===== config.mk =====
export PLATFORM = sky130hd
export DESIGN_NAME = ddr_model_fifo
export DESIGN_NICKNAME = d
export VERILOG_FILES = /design/src/rtl/ddr_model_fifo.sv
export SDC_FILE = /design/constraint.sdc
export NUM_CORES = 1
export LEC_CHECK = 0
export CORE_UTILIZATION = 57
export DETAILED_ROUTE_END_ITERATION = 10
export PLACE_DENSITY = 0.82
export SYNTH_ARGS = -nofsm -noshare
export SYNTH_HDL_FRONTEND = slang
export SYNTH_SLANG_ARGS = --single-unit

===== constraint.sdc =====
create_clock -name clock -period 2.5 [get_ports clock]
set_input_delay 0.75 -clock clock [delete_from_list [all_inputs] [get_ports clock]]
set_output_delay 0.75 -clock clock [all_outputs]
set_load 0.02 [all_outputs]

===== src/rtl/ddr_model_fifo.sv =====
// ddr_model_fifo: synchronous FIFO with show-ahead head output.
//   clock, rst_n : clock and asynchronous active-low reset (pointers only)
//   push, din    : write port; caller never pushes when full
//   pop, dout    : read port; dout is the current head, caller never pops when empty
//   full, empty  : occupancy flags from registered state
module ddr_model_fifo #(
   parameter int unsigned WIDTH = 8,
   parameter int unsigned DEPTH = 8
) (
   input  logic             clock,
   input  logic             rst_n,
   input  logic             push,
   input  logic [WIDTH-1:0] din,
   input  logic             pop,
   output logic [WIDTH-1:0] dout,
   output logic             full,
   output logic             empty
);

   localparam int unsigned PW = $clog2(DEPTH);

   logic [WIDTH-1:0] mem [DEPTH];
   logic [PW-1:0]    wr_ptr;
   logic [PW-1:0]    rd_ptr;
   logic [PW:0]      count;

   // Pointer and occupancy tracking
   always_ff @(posedge clock or negedge rst_n) begin
      if (!rst_n) begin
         wr_ptr <= '0;
         rd_ptr <= '0;
         count  <= '0;
      end else begin
         if (push) wr_ptr <= wr_ptr + 1'b1;
         if (pop)  rd_ptr <= rd_ptr + 1'b1;
         case ({push, pop})
            2'b10:   count <= count + 1'b1;
            2'b01:   count <= count - 1'b1;
            default: ;
         endcase
      end
   end

   // Storage is not reset
   always_ff @(posedge clock) begin
      if (push) mem[wr_ptr] <= din;
   end

   assign dout  = mem[rd_ptr];
   assign full  = (count == (PW+1)'(DEPTH));
   assign empty = (count == '0);

endmodule


# Word level (Yosys, flattened, before mapping)
# Memory sizes are Yosys's and may differ from the RTL's.
# Cells that the tools add are included.
# word_totals
mem_count	1
mem_bits_rw	64
register_bits	10
input_bits	12
# mem_list
memory	words	word_bits	read_ports	rd_clocked_by_memory_dff	write_ports	line_no	source
mem	8	8	1	0	1	22	logic [WIDTH-1:0] mem [DEPTH];
# op_classes
n_reduce_logical	2
n_mux	3
addsub	4
eq_ne	3
# op_table
operator	count
$pmux W4 S2	1
$add A3 B1 Y3 const B	2
$add A4 B1 Y4 const B	1
$eq A4 B4 Y1 const B	1
$logic_not A4 Y1	1
$sub A4 B1 Y4 const B	1
$eq A2 B1 Y1 const B	1
$eq A2 B2 Y1 const B	1
$mux W1	2
$reduce_bool A2 Y1	1

# Depth between registers and ports, before layout
# Gate-level depths: netlist of the first run.
# logic_depth
depth_word	2
ltp_mapped	8
ltp_nobuf	8

# Least setup slack after synthesis of the first run
# Ideal clock, no wire load.
# synth_timing
path_kind	register to output
startpoint	register rd_ptr[0]
endpoint	output dout[1]
slack_ns	0.281
stages_incl_launch_ff	5
n_path_buf	2
t_arrival_ns	1.469
path_cell_list	dfrtp_1 -> buf_6 -> buf_12 -> mux4_1 -> mux2_2
# synth_via
elab_chain_cells	1
# synth_lines
item	line_no	source
start, declared	24	logic [PW-1:0] rd_ptr;
start signal, assigned	35	if (pop) rd_ptr <= rd_ptr + 1'b1;
$mem_v2 Z8 W8	-	
end, declared	15	output logic [WIDTH-1:0] dout,
# No other way between the ends.

# Worst setup path in the final report of the first run
# Same ends and word-level chain as after synthesis.

==> flow_summary_export.csv, run 1 <==
group,metric,value,unit
critical_path,cpLargestDelayFamily,"multiplexers",
grt,grt_pass1_wl,8569,um
critical_path,slowest_delay,0.50,ns
worst_hold_path,min_path_type,"reg -> reg",
drt,first_iter_violations,119,
yosys,yosys-top-cells-area,"edfxtp_1 (63%), mux4_1 (11%), dfrtp_1 (8.3%), mux2_2 (4.1%), mux4_2 (2.2%)",
floorplan,die_h,74.95,um
power,cell_internal_pwr,3.236,mW
place,routabilityCongestion,0.7340,
floorplan,coreArea,5107,sq um
floorplan,die-area,5617,sq um
grt,top_usage_layer,"met2",
yosys,syn-num-nets,165,
power,swShare,28.71,%
drt,finalWirelength,5582,um
cells_and_area,regArea,2173,sq um
yosys,synth_top_area_cell,"edfxtp_1",
cells_and_area,fin_nets,212,
drt,postRouteAntennaNets,0,
sta,maxSlewViolCount,0,
clock_tree,cts.clk_slew.worst_paths,0.07,ns
clock_tree,cts_hold_buf,0,
power,p_switching,1.303,mW
sta,fin_tns_setup,-0.9030,ns
worst_hold_path,whs_path_depth,1,
sta,worst_slack,-0.1217,ns
yosys,ys_seq_elements,74,
power,p_leak,1.346,nW
outcome,failed_checks,"setup timing",
yosys,avgSynthCellArea,20.49,sq um
yosys,syn-cell-area,3033,sq um
clock_tree,worstSkewPairLatency,0.34,ns
grt,grt.total_usage,22.99,%
job,max_cap_violations,0,
power,p_comb_share,35.6,%
grt,use_met3,5.221,%
drt,dr_total_vias,1523,
place,io_buffers,21,
critical_path,cp.depth,4,
grt,antenna_found_initial,0,
critical_path,worstSetupEndpointType,"primary output",
sta,worst_hold_slack,0.5001,ns
power,p_clk_share,25.0,%
critical_path,path_class,"reg -> out",
sta,setup_viol,8,
yosys,yosysWarnings,0,
place,dp_hpwl,3626,um
yosys,synth_common_cells,"edfxtp_1 (64), mux4_1 (13), mux2_2 (11), dfrtp_1 (10), nor2_1 (7)",
grt,grt_use_met2,36.34,%
sta,rsz0062_at_grt,"true",
cells_and_area,num-fill-cells,317,
yosys,yosysMostFrequentCell,"edfxtp_1",
clock_tree,numCtsBuffers,9,
sta,max_freq,381.4,MHz
cells_and_area,antenna-diode-count,0,
cells_and_area,synthToLayoutAreaGrowth,22.44,%
critical_path,path_buf_inv,2,
worst_hold_path,worstHoldStart,"count[3]$_DFFE_PN0P_",
drt,vias_per_cell,5.641,
sta,fin_crit_sh,104.9,%
critical_path,worstPathCellList,"buf_12 > mux4_2 > mux2_4 > buf_6",
power,power_frac_seq,39.4,%
critical_path,cp_slowest_cell,"mux4_2",
yosys,async_flop_share,13.51,%
clock_tree,root_buffer,"clkbuf_8",
yosys,synthCells,148,
yosys,yosys_most_used_dff,"edfxtp_1",
cells_and_area,final-instance-count-excl-fill,270,
drt,wl_per_cell,20.67,um
critical_path,critPathLaunchType,"flip-flop",
power,power.density,1222,nW/um^2
clock_tree,cts_max_level,3,
grt,grt_max_degree,19,
critical_path,r2r_cells,6,
grt,grt_use_met1,29.58,%
floorplan,rows,26,
power,irDropWorstVdd,0.0007977,V
critical_path,worstReg2RegStart,"count[1]$_DFFE_PN0P_",
clock_tree,cts_tree,"built",
yosys,synth_edf_count,64,
place,placed_cells,252,
yosys,synth.distinct_cells,25,
yosys,synth_top_area_share,63.37,%
drt,drc,0,
critical_path,worstPathArrival,1.87,ns
sta,tightestPinTransition,0.5397,ns
sta,period_needed,2.622,ns
sta,fin_skew,0.006320,ns
clock_tree,clock_sinks,74,
floorplan,io_pins,22,
sta,hold_viol,0,
critical_path,crit_path_max_fanout,7,
grt,grt_overflow_total,0,
sta,slew_headroom,64.02,%
clock_tree,clk_path_buf_depth,2,
cells_and_area,drive_above_1_share,36.00,%
yosys,ys_seq_area_share,71.62,%
cells_and_area,multiInputGateArea,775.7,sq um
floorplan,die_w,74.95,um
outcome,status,"finished with violations",
critical_path,cp.required,1.75,ns
floorplan,initial_core_util,59.38,%
critical_path,worstSetupStartpoint,"rd_ptr[0]$_DFFE_PN0P_",
grt,grt_pass1_vias,1634,
drt,firstDrtPassIters,4,
## power by group through the flow
stage | logic [mW] | registers (mW) | clock network (mW)
after detailed placement | 1.45 | 1.78 | 0
after CTS | 1.61 | 1.77 | 1.15
after floorplan | 0.985 | 1.69 | 0
after global placement | 1.39 | 1.76 | 0
after global routing | 1.72 | 1.82 | 1.19
final | 1.62 | 1.79 | 1.13
## worst paths after layout
path,end,slack (ns)
setup / recovery,dout[1],-0.12
max in group asynchronous,rd_ptr[0]$_DFFE_PN0P_,1.38
hold / removal,count[3]$_DFFE_PN0P_,0.50
setup reg to reg,count[2]$_DFFE_PN0P_,1.01
min in group asynchronous,count[0]$_DFFE_PN0P_,0.75
hold reg to reg,count[3]$_DFFE_PN0P_,0.50
## through the flow
stage	cell area, sq um	util, %	setup WS (ns)	power [mW]
5_1_grt	3714	72.71	-0.1785	4.732
3_3_place_gp	3451	67.56	-0.1619	3.144
2_1_floorplan	3033	-	0.2805	2.680
3_5_place_dp	3451	67.56	-0.1985	3.235
4_1_cts	3727	72.98	-0.1838	4.528
6_report	3714	72.71	-0.1217	4.539
## cells in the final DEF, fill, tap and decap left out, drive strengths merged
cell type      count
edfxtp            64
buf               29
mux4              16
clkbuf            12
clkdlybuf4s50     11
mux2              11
dfrtp             10
nor2               7
xor2               6
nand2              5
ha                 5
nand2b             4
xnor2              3
bufinv             3
nor3               2
inv                1
nor4               1
nor4b              1
a21oi              1
o21ai              1
nand3b             1
or3                1
or4b               1
a31oi              1
clkinvlp           1
dlymetal6s2s       1
dlygate4sd2        1
## registers in the layout, indices dropped and copies added (netlist names)
register / cells
wr_ptr: 3
mem: 64
rd_ptr: 3
count: 4
## cell type report
class,instances,area share (%)
Multi-Input combinational cell,67,20.89
Clock inverter,4,2.628
Tap cell,70,2.358
Clock buffer,12,4.178
Timing Repair Buffer,42,11.32
Inverter,1,0.1011
Sequential cell,74,58.52
## routing by layer
metal / share of wire [%] / wire, um / vias up
li1: - / - / 686
met1: 42 / 2365 / 782
met2: 52 / 2877 / 42
met3: 3.6 / 199 / 13
met4: 2.5 / 139 / 0
met5: 0 / 0 / -
## cell families after synthesis
| family | count (synthesis) | share of synthesized area, % |
|---|---|---|
| adders and majority gates | 5 | 2.063 |
| muxes | 27 | 17.57 |
| DFF | 74 | 71.62 |
| and+or+nand+nor | 23 | 3.920 |
| buffers and inverters | 7 | 1.691 |
| xor gates and xnor gates | 9 | 2.599 |
| AOI/OAI and AO/OA | 3 | 0.5361 |
## repair_timing
item / CTS / global route
setup buffers: 1 / 1
endpoints found under the setup margin: 9 / 9
cloned: 1 / 0
gates resized for setup: 59 / 14
Note: power is estimated with default switching activity, not from simulation.
==> inputs of run 2 (changes only) <==
--- a/config.mk
+++ b/config.mk
@@ -5,6 +5,7 @@
 export SDC_FILE = /design/constraint.sdc
 export NUM_CORES = 1
 export LEC_CHECK = 0
+export CAP_MARGIN = 5
 export CORE_UTILIZATION = 57
 export DETAILED_ROUTE_END_ITERATION = 10
 export PLACE_DENSITY = 0.82
==> results of run 2 <==
Final layout, timing and power as in run 1 (identical DEF).
